[src/rtl/pipe_hazard_if.sv]
// Bundle of the hazard controller's request and response signals.
//   master : request side (stage stall requests, branch/trap redirects);
//            observes the stall/flush vectors and the PC redirect.
//   slave  : the hazard controller itself.
// Handshake: there is no valid/ready pair. redirect_o is a load strobe
// with no back-pressure. The PC consumes it in the first cycle that
// stalled_o[0]=0. Until then the controller keeps re-presenting it,
// with redirect_pend_o=1 from the second cycle on. stalled_o and flush_o
// are level signals that the pipeline registers sample every clock.
interface pipe_hazard_if #(
    parameter int NSTAGE = 6,
    parameter int ADDR_W = 32,
    parameter int CNT_W  = 8
);
    logic [NSTAGE-1:0] stall_req_i;
    logic              branch_flag_i;
    logic [ADDR_W-1:0] branch_addr_i;
    logic              trap_i;
    logic [ADDR_W-1:0] trap_addr_i;
    logic              redirect_o;
    logic [ADDR_W-1:0] redirect_addr_o;
    logic              redirect_pend_o;
    logic [NSTAGE-1:0] stalled_o;
    logic [NSTAGE-1:0] flush_o;
    logic [CNT_W-1:0]  stall_cycles_o;
    logic              stall_timeout_o;

    modport master (
        output stall_req_i, branch_flag_i, branch_addr_i, trap_i, trap_addr_i,
        input  redirect_o, redirect_addr_o, redirect_pend_o, stalled_o, flush_o,
               stall_cycles_o, stall_timeout_o
    );

    modport slave (
        input  stall_req_i, branch_flag_i, branch_addr_i, trap_i, trap_addr_i,
        output redirect_o, redirect_addr_o, redirect_pend_o, stalled_o, flush_o,
               stall_cycles_o, stall_timeout_o
    );
endinterface

[src/rtl/pipe_hazard_ctrl.sv]
// Pipeline stall/flush/redirect controller for the yadan core.
// Stage stall requests and branch/trap redirects arrive on the bus.
// The controller returns per-stage stall and flush vectors and a PC
// redirect, all combinationally. The only registered state is:
//   - the pending redirect (pend_q/pend_addr_q), held while the PC is frozen;
//   - the consecutive-stall counter;
//   - the sticky watchdog flag.
// The pending bit is the controller's only control state. It is visible
// as redirect_pend_o.
// Ports:
//   clk  clock
//   rst  synchronous, active-high reset. Also forces every output to 0
//        while it is high.
//   bus  pipe_hazard_if.slave (see the interface for the signal list)
module pipe_hazard_ctrl #(
    parameter int                NSTAGE     = 6,
    parameter int                ADDR_W     = 32,
    parameter int                BR_STAGE   = 3,
    parameter logic [NSTAGE-1:0] BR_MASK    = 6'b001100,
    parameter int                CNT_W      = 8,
    parameter logic [CNT_W-1:0]  WDOG_LIMIT = 8'd200
) (
    input  logic             clk,
    input  logic             rst,
    pipe_hazard_if.slave     bus
);

    function automatic logic [NSTAGE-1:0] range_mask(input int lo, input int hi);
        logic [NSTAGE-1:0] m;
        m = '0;
        for (int k = 0; k < NSTAGE; k++) begin
            if (k >= lo && k <= hi) m[k] = 1'b1;
        end
        return m;
    endfunction

    // A trap squashes every in-flight stage except WB. A branch squashes
    // only the stages younger than the resolving stage.
    localparam logic [NSTAGE-1:0] TRAP_FLUSH = range_mask(1, NSTAGE-2);
    localparam logic [NSTAGE-1:0] BR_FLUSH   = range_mask(1, BR_STAGE-1);
    localparam logic [NSTAGE-1:0] DOWN_MASK  = range_mask(BR_STAGE+1, NSTAGE-1);
    localparam logic [CNT_W-1:0]  CNT_MAX    = '1;

    logic              pend_q;
    logic [ADDR_W-1:0] pend_addr_q;
    logic [CNT_W-1:0]  cnt_q;
    logic              timeout_q;

    logic              br_live;
    logic              br_acc;
    logic [NSTAGE-1:0] req_eff;
    logic [NSTAGE-1:0] stalled;
    logic [NSTAGE-1:0] flush;
    logic              redir;
    logic [ADDR_W-1:0] redir_addr;
    logic              acc;

    always_comb begin
        // While a redirect is pending, anything in the branch stage is on
        // the wrong path, so its branch flag is ignored.
        br_live = bus.branch_flag_i & ~pend_q;
        req_eff = bus.stall_req_i & ~(br_live ? BR_MASK : '0);

        // Stage k holds if it or any later stage holds. This yields the
        // contiguous low-order mask up to the highest requesting stage.
        // Where flush_o is also set, the pipeline register clears rather
        // than holds.
        acc     = 1'b0;
        stalled = '0;
        for (int k = NSTAGE-1; k >= 0; k--) begin
            acc        = acc | req_eff[k];
            stalled[k] = acc;
        end

        // A stall downstream of the branch stage keeps the branch in
        // place. It is then re-presented next cycle.
        br_acc = br_live & ~|(bus.stall_req_i & DOWN_MASK);

        redir      = 1'b0;
        redir_addr = '0;
        flush      = '0;
        if (bus.trap_i) begin
            redir      = 1'b1;
            redir_addr = bus.trap_addr_i;
            flush      = TRAP_FLUSH;
        end else if (br_acc) begin
            redir      = 1'b1;
            redir_addr = bus.branch_addr_i;
            flush      = BR_FLUSH;
        end else if (pend_q) begin
            redir      = 1'b1;
            redir_addr = pend_addr_q;
            flush      = BR_FLUSH;
        end
    end

    always_ff @(posedge clk) begin
        if (rst) begin
            pend_q      <= 1'b0;
            pend_addr_q <= '0;
            cnt_q       <= '0;
            timeout_q   <= 1'b0;
        end else begin
            // The PC loads in any cycle it is not held. Otherwise the
            // current redirect, which may be a newer trap, is kept.
            if (redir && stalled[0]) begin
                pend_q      <= 1'b1;
                pend_addr_q <= redir_addr;
            end else if (!stalled[0]) begin
                pend_q      <= 1'b0;
            end

            if (stalled != '0) begin
                if (cnt_q != CNT_MAX) cnt_q <= cnt_q + 1'b1;
            end else begin
                cnt_q <= '0;
            end

            if (cnt_q == WDOG_LIMIT) timeout_q <= 1'b1;
        end
    end

    assign bus.redirect_o      = redir & ~rst;
    assign bus.redirect_addr_o = rst ? '0 : redir_addr;
    assign bus.redirect_pend_o = pend_q & ~rst;
    assign bus.stalled_o       = rst ? '0 : stalled;
    assign bus.flush_o         = rst ? '0 : flush;
    assign bus.stall_cycles_o  = rst ? '0 : cnt_q;
    assign bus.stall_timeout_o = timeout_q & ~rst;

endmodule

[src/flat_wrapper.sv]
// flat-port wrapper written by rule: the top's interface ports become plain ports
module pipe_hazard_ctrl_flat 
#(
    parameter int                NSTAGE     = 6,
    parameter int                ADDR_W     = 32,
    parameter int                BR_STAGE   = 3,
    parameter logic [NSTAGE-1:0] BR_MASK    = 6'b001100,
    parameter int                CNT_W      = 8,
    parameter logic [CNT_W-1:0]  WDOG_LIMIT = 8'd200
)
  (clk, rst, bus_stall_req_i, bus_branch_flag_i, bus_branch_addr_i, bus_trap_i, bus_trap_addr_i, bus_redirect_o, bus_redirect_addr_o, bus_redirect_pend_o, bus_stalled_o, bus_flush_o, bus_stall_cycles_o, bus_stall_timeout_o);
  pipe_hazard_if #(.NSTAGE(NSTAGE), .ADDR_W(ADDR_W), .CNT_W(CNT_W)) bus_i ();
  input  logic clk;
  input  logic rst;
  input wire logic [$bits(bus_i.stall_req_i)-1:0] bus_stall_req_i;
  input wire logic [$bits(bus_i.branch_flag_i)-1:0] bus_branch_flag_i;
  input wire logic [$bits(bus_i.branch_addr_i)-1:0] bus_branch_addr_i;
  input wire logic [$bits(bus_i.trap_i)-1:0] bus_trap_i;
  input wire logic [$bits(bus_i.trap_addr_i)-1:0] bus_trap_addr_i;
  output wire logic [$bits(bus_i.redirect_o)-1:0] bus_redirect_o;
  output wire logic [$bits(bus_i.redirect_addr_o)-1:0] bus_redirect_addr_o;
  output wire logic [$bits(bus_i.redirect_pend_o)-1:0] bus_redirect_pend_o;
  output wire logic [$bits(bus_i.stalled_o)-1:0] bus_stalled_o;
  output wire logic [$bits(bus_i.flush_o)-1:0] bus_flush_o;
  output wire logic [$bits(bus_i.stall_cycles_o)-1:0] bus_stall_cycles_o;
  output wire logic [$bits(bus_i.stall_timeout_o)-1:0] bus_stall_timeout_o;
  assign bus_i.stall_req_i = bus_stall_req_i;
  assign bus_i.branch_flag_i = bus_branch_flag_i;
  assign bus_i.branch_addr_i = bus_branch_addr_i;
  assign bus_i.trap_i = bus_trap_i;
  assign bus_i.trap_addr_i = bus_trap_addr_i;
  assign bus_redirect_o = bus_i.redirect_o;
  assign bus_redirect_addr_o = bus_i.redirect_addr_o;
  assign bus_redirect_pend_o = bus_i.redirect_pend_o;
  assign bus_stalled_o = bus_i.stalled_o;
  assign bus_flush_o = bus_i.flush_o;
  assign bus_stall_cycles_o = bus_i.stall_cycles_o;
  assign bus_stall_timeout_o = bus_i.stall_timeout_o;
  pipe_hazard_ctrl #(.NSTAGE(NSTAGE), .ADDR_W(ADDR_W), .BR_STAGE(BR_STAGE), .BR_MASK(BR_MASK), .CNT_W(CNT_W), .WDOG_LIMIT(WDOG_LIMIT)) u_core (.clk(clk), .rst(rst), .bus(bus_i));
endmodule
[config.mk]
export PLATFORM = sky130hd
export DESIGN_NAME = pipe_hazard_ctrl_flat
export DESIGN_NICKNAME = d
export VERILOG_FILES = /design/src/rtl/pipe_hazard_if.sv /design/src/rtl/pipe_hazard_ctrl.sv /design/src/flat_wrapper.sv
export SDC_FILE = /design/constraint.sdc
export NUM_CORES = 1
export LEC_CHECK = 0
export ABC_CLOCK_PERIOD_IN_PS = 3780
export CAP_MARGIN = 5
export CORE_MARGIN = 1
export CORE_UTILIZATION = 45
export DETAILED_ROUTE_END_ITERATION = 8
export PLACE_DENSITY = 0.87
export SLEW_MARGIN = 20
export SYNTH_ARGS = -nofsm -noshare
export SYNTH_HDL_FRONTEND = slang
export SYNTH_SLANG_ARGS = --single-unit
[constraint.sdc]
create_clock -name clk -period 3.78 [get_ports clk]
set_clock_uncertainty 0.2 [all_clocks]
set_input_delay 0.756 -clock clk [delete_from_list [all_inputs] [get_ports clk]]
set_output_delay 0.756 -clock clk [all_outputs]
set_load 0.005 [all_outputs]
---- After elaboration in Yosys (flattened, before gate mapping) ----
Index checks and enable logic that the tools add are counted.
cells by class
  $add $sub $neg .......................... 1
  mux-type cells .......................... 16
  bitwise logic cells ..................... 15
  reduce and logical (&&, ||, !) cells .... 5
  equality and inequality tests ........... 3
operators with widths
  cell                                                            number
  32-bit two-way mux                                              4
  6-bit two-way mux                                               4
  8-bit by 1-bit adder with 8-bit output (second input constant)  1
  8-bit == test (second input constant)                           1
  8-bit two-way mux                                               1
  8-bit != test (second input constant)                           1
  6-bit bitwise AND                                               1
  6-bit inverter                                                  1
  6-bit nonzero test                                              1
  1-bit bitwise AND                                               5
  1-bit two-way mux                                               5
  1-bit bitwise OR                                                5
  4-bit two-way mux                                               1
  2-bit OR reduction                                              2
  3-bit two-way mux                                               1
  1-bit inverter                                                  3
  2-bit != test (second input constant)                           1
  1-bit logical AND                                               1
  1-bit zero test                                                 1
word-level totals
  input port bits ......................... 74
  logic and storage cells ................. 44
  register bits ........................... 42
  output and inout bits ................... 55

---- Depth between registers and ports, before layout ----
Gate-level depths: netlist of run 1.
  depth after elaboration ................. 13
  depth in mapped cells ................... 7
  mapped depth without buffers ............ 5

---- Least setup slack after synthesis of run 1 ----
Ideal clock, no wire load.
  path type ............................... input-to-output
  from .................................... input port bus_stall_req_i[4]
  to ...................................... output port bus_redirect_addr_o[22]
  data arrival time ....................... 1.782 ns
  data required time ...................... 2.824 ns
  slack ................................... 1.042 ns
  stages .................................. 5
  cell sequence ........................... or3b_4 nor3_4 buf_6 a221oi_2 nor2_1
on the way
  word-level cells in the longest chain between the ends .. 6
ends and longest elaborated chain
  what                RTL line                 RTL
  from (decl)         flat_wrapper.sv:15       input wire logic [$bits(bus_i.stall_req_i)-1:0] bus_stall_req_i;
  2-bit OR reduction  pipe_hazard_ctrl.sv:77   br_acc = br_live & ~|(bus.stall_req_i & DOWN_MASK);
  1-bit zero test     pipe_hazard_ctrl.sv:77
  1-bit bitwise AND   pipe_hazard_ctrl.sv:77
  32-bit two-way mux  pipe_hazard_ctrl.sv:86   end else if (br_acc) begin
  32-bit two-way mux  pipe_hazard_ctrl.sv:82   if (bus.trap_i) begin
  32-bit two-way mux  pipe_hazard_ctrl.sv:124  assign bus.redirect_addr_o = rst ? '0 : redir_addr;
  to (decl)           flat_wrapper.sv:21       output wire logic [$bits(bus_i.redirect_addr_o)-1:0] bus_redirect_addr_o;
Every way passes these cells.

---- Worst setup path in the final report of run 1 ----
  from .................................... input port bus_branch_flag_i
  to ...................................... output port bus_redirect_addr_o[17]
on the way
  word-level cells in the longest chain between the ends .. 5
ends and longest elaborated chain
  what                RTL line                 RTL
  from (decl)         flat_wrapper.sv:16       input wire logic [$bits(bus_i.branch_flag_i)-1:0] bus_branch_flag_i;
  1-bit bitwise AND   pipe_hazard_ctrl.sv:61   br_live = bus.branch_flag_i & ~pend_q;
  1-bit bitwise AND   pipe_hazard_ctrl.sv:77
  32-bit two-way mux  pipe_hazard_ctrl.sv:86
  32-bit two-way mux  pipe_hazard_ctrl.sv:82
  32-bit two-way mux  pipe_hazard_ctrl.sv:124
Every way passes these cells.

==> reports/results.md, run 1 <==
| Step | Quantity | Reported |
|---|---|---|
| synth | Dominant cell by count in the synthesized netlist | sky130_fd_sc_hd__nor2_1 |
| place | Instance area at placement | 0.00421 mm² |
| cells and area | Ratio of cells with drive above 1 in the final layout | 0.196 |
| pwr | Internal Pwr Total | 0.816 mW |
| clock tree | H-tree levels | 2 |
| clock tree | Hold bufs inserted after CTS | 0 |
| synth | Dominant combinational cell family by area after synthesis | compound AO/OA/AOI/OAI gates |
| worst setup path | Series of cell instances along the critical path | clkdlybuf4s50_1 > or3b_4 > nor3_4 > buf_12 > buf_12 > a221oi_1 > nor2_1 > clkdlybuf4s50_1 |
| global routing | Number of global-route vias before repair | 3052 |
| pwr | Switching part of the total power | 0.292 |
| worst setup path | Slowest CP cell | sky130_fd_sc_hd__clkdlybuf4s50_1 |
| synth | Most common flop cell mapped by yosys | sky130_fd_sc_hd__dfxtp_1 |
| synth | Portion of netlist area occupied by mux cells | 0.00716 |
| sta | Final slew viol count | 0 |
| route | Post-route DRC | 0 |
| sta | Actual slew at the worst max-slew pin | 0.985 ns |
| global routing | Remaining Overflow, GRT | 0 |
| synth | Synthesized instance count | 347 |
| sta | Final critical-path share of the clock period | 1.00 |
| sta | Relative slew slack | 0.343 |
| synth | Sequential area share after synthesis | 0.301 |
| synth | Post-synthesis instance area | 0.00280 mm² |
| cells and area | Final design area excluding fillers | 0.00440 mm² |
| worst hold path | Tightest Hold Check Type | reg2reg |
| global routing | First-pass GRT wire length | 13600 µm |
| synth | Post-synth top area share | 0.301 |
| place | Routability Congestion | 0.818 |
| cells and area | Layout fillers | 461 |
| sta | Unrepaired setup endpoints after global routing | true |
| floorplanning | Die Height | 80.8 µm |
| sta | Worst hold slack across all endpoints | 0.340 ns |
| run | Reported max-cap violation count | 0 |
| route | Total vias in the final route | 3089 |
| cells and area | Count of antenna diodes in the layout | 0 |
| pwr | Net load switching power | 0.337 mW |
| synth | Count of flip-flops with a built-in enable after synthesis | 0 |
| synth | Total of warnings raised by yosys | 0 |
| route | Via count normalized by instance count | 5.58 |
| synth | Number of distinct standard cells referenced by the synthesized netlist | 37 |
| worst setup path | Type of the worst setup path | in2out |
| route | Routed wire length | 8670 µm |
| sta | Hold violation total from the final report | 0 |
| route | Remaining antenna violation count after routing | 0 |
| pwr | Leakage power total | 2.03 nW |
| worst setup path | Biggest fanout along the worst timing path | 8 |
| clock tree | Clk_lat worst skew | 0.28 ns |
| synth | Main area contributors after synthesis | sky130_fd_sc_hd__dfxtp_1 (30%), sky130_fd_sc_hd__a211oi_2 (14%), sky130_fd_sc_hd__nor2_1 (11%) |
| floorplanning | Area of the core | 0.00596 mm² |
| worst setup path | Crit path DAT | 2.83 ns |
| route | 1st-pass router iterations | 4 |
| synth | Area fraction in compound gates after synthesis | 0.354 |
| sta | Achievable Freq | 0.264 GHz |
| synth | Number of flip-flops and latches in the synthesized netlist | 42 |
| synth | Adder-cell share of the synthesized area | 0.00895 |
| place | Count of input and output buffers | 126 |
| clock tree | Clock tree from TritonCTS | done |
| synth | Synthesized-area fraction occupied by and/or/nand/nor cells | 0.235 |
| sta | Post-layout min period | 3.79 ns |
| synth | Most instantiated cells after synthesis | sky130_fd_sc_hd__nor2_1 (79), sky130_fd_sc_hd__dfxtp_1 (42), sky130_fd_sc_hd__nand2_1 (38) |
| pwr | Clock Power Share | 0.237 |
| worst setup path | Data required time of the worst path | 2.82 ns |
| pwr | VDD IR-drop max | 0.000173 V |
| synth | Synth async-reset ratio | 0 |
| sta | Final setup violation count | 1 |
| cells and area | Final design utilization | 0.739 |
| worst setup path | Crit path capture type | output pin |
| clock tree | Clock sink total | 42 |
| global routing | Global routing usage summed across all routing layers | 0.263 |
| worst setup path | Kind of start point of the critical path | primary input |
| pwr | Power share of the sequential group | 0.435 |
| floorplanning | Die outline area | 0.00653 mm² |
| synth | Avg Cell Area, Syn | 8.06 µm² |
| worst setup path | Critical path's largest stage delay | 0.52 ns |
| global routing | Pin count of the biggest net entering global routing | 43 |
| synth | Share of the synthesized netlist area taken by xor and xnor gates | 0.00627 |
| clock tree | Number of clock buffers inserted by TritonCTS | 5 |
| place | Dpl ws | -0.0566 ns |
| cells and area | Signed area change from the synthesized netlist to the final layout | 57.5% |
| status | Run status | finished with violations |
| floorplanning | Width of the die | 80.8 µm |
| sta | Setup ws final | -0.00926 ns |
| route | Wire length per cell | 15.6 µm |
| global routing | Number of antenna violations at the first check in global routing | 0 |
| synth | Synth area leader | sky130_fd_sc_hd__dfxtp_1 |
| clock tree | CTS Root Cell | sky130_fd_sc_hd__clkbuf_8 |
| floorplanning | Starting density of the core | 0.469 |
| route | Number of design-rule violations left by the first detailed-router iteration | 129 |
| pwr | Combinational group share of total power | 0.328 |
| pwr | Power density over cell area | 262 mW/mm² |
| floorplanning | Number of rows created at floorplan | 28 |
| clock tree | Number of buffers on the longest clock path | 2 |
| floorplanning | Total I/O pin count | 129 |
| cells and area | Number of nets in the layout | 555 |
| status | Violations in the final reports | negative setup slack |
| place | Final HPWL DP | 5810 µm |
| clock tree | Clk pin slew, worst setup/hold paths | 0.07 ns |
-- cells by family after synthesis --
kind of cell | after synthesis
AOI/OAI and AO/OA | 109
xor gates and xnor gates | 2
other | 1
and+or+nand+nor | 146
adders and majority gates | 2
muxes | 2
buffers and inverters | 43
DFF | 42
-- state kept, by name (all words and copies together) (netlist names) --
| register | flops |
|---|---|
| u_core.cnt_q | 8 |
| u_core.pend_q | 1 |
| u_core.timeout_q | 1 |
| u_core.pend_addr_q | 32 |
-- power groups by stage --
| stage | Combinational [mW] | Sequential (mW) | Clock [mW] |
|---|---|---|---|
| 2_1_floorplan | 0.197 | 0.502 | 0 |
| 3_3_place_gp | 0.369 | 0.508 | 0 |
| 3_5_place_dp | 0.379 | 0.511 | 0 |
| 4_1_cts | 0.380 | 0.501 | 0.278 |
| 5_1_grt | 0.411 | 0.506 | 0.295 |
| 6_report | 0.378 | 0.502 | 0.273 |
-- cell usage in the layout, fill, tap and decap left out, drive strengths merged --
cell type	count
a211oi	34
a21oi	36
a221oi	32
a31oi	2
a41o	1
and2	2
and3	3
and4	1
buf	38
clkbuf	8
clkdlybuf4s50	93
conb	2
dfxtp	42
dlygate4sd2	4
dlymetal6s2s	27
ha	2
inv	4
mux2i	2
nand2	38
nand2b	2
nand3	1
nor2	79
nor2b	11
nor3	5
nor4	1
nor4b	1
o21ai	3
o31ai	1
or3	1
or3b	1
xnor2	1
xor2	1
-- stage by stage --
stage | setup TNS (ns) | std cells | total power, mW
finish | -0.00926 | 554 | 1.15
global route | -0.0986 | 554 | 1.21
CTS | -0.141 | 551 | 1.16
detailed placement | -0.247 | 544 | 0.890
global placement | -0.000547 | 544 | 0.877
floorplan | 0 | 348 | 0.699
-- metal layers --
metal,GRT usage,up-vias,share of wire
li1,-,1503,-
met1,0.287,1474,0.40
met2,0.498,104,0.53
met3,0.0517,8,0.057
met4,0.0946,0,0.0093
met5,0,-,0
-- layout make-up --
type | instances | area (µm²) | share of cell area
repair buffers | 163 | 1660 | 0.377
well taps | 75 | 93.8 | 0.0213
inverters | 4 | 15.0 | 0.00341
clock buffers | 7 | 76.3 | 0.0173
multi-input cells | 263 | 1720 | 0.390
flip-flops and latches | 42 | 841 | 0.191
-- timing repair --
item,4_1_cts,5_1_grt
endpoints found under the setup margin,10,28
gates resized for setup,4,27
gates cloned,0,1
pin swaps,0,16
buffers inserted,0,2
-- path summary, 6_finish.rpt --
path | startpoint | cells after the start | to | slack (ns)
setup / recovery | bus_branch_flag_i | 8 | bus_redirect_addr_o[17] | -0.009
hold / removal | u_core.cnt_q[6] | 1 | u_core.cnt_q[6] | 0.34
setup reg to reg | u_core.pend_q | 5 | u_core.pend_addr_q[0] | 0.99
hold reg to reg | u_core.cnt_q[6] | 1 | u_core.cnt_q[6] | 0.34
-- critical path, delay by kind of cell --
kind | cells | cell delay [ns]
buffers and inverters | 4 | 1.29
and+or+nand+nor | 3 | 0.71
AOI/OAI and AO/OA | 1 | 0.09
No activity file was read; power rests on OpenSTA's default activity.
==> inputs of run 2 (changes only) <==
--- a/config.mk
+++ b/config.mk
@@ -10,6 +10,7 @@
 export CORE_MARGIN = 1
 export CORE_UTILIZATION = 45
 export DETAILED_ROUTE_END_ITERATION = 8
+export GPL_ROUTABILITY_DRIVEN = 0
 export PLACE_DENSITY = 0.87
 export SLEW_MARGIN = 20
 export SYNTH_ARGS = -nofsm -noshare
==> results of run 2 <==
The final DEF is identical to that of run 1; final timing and power are the same.
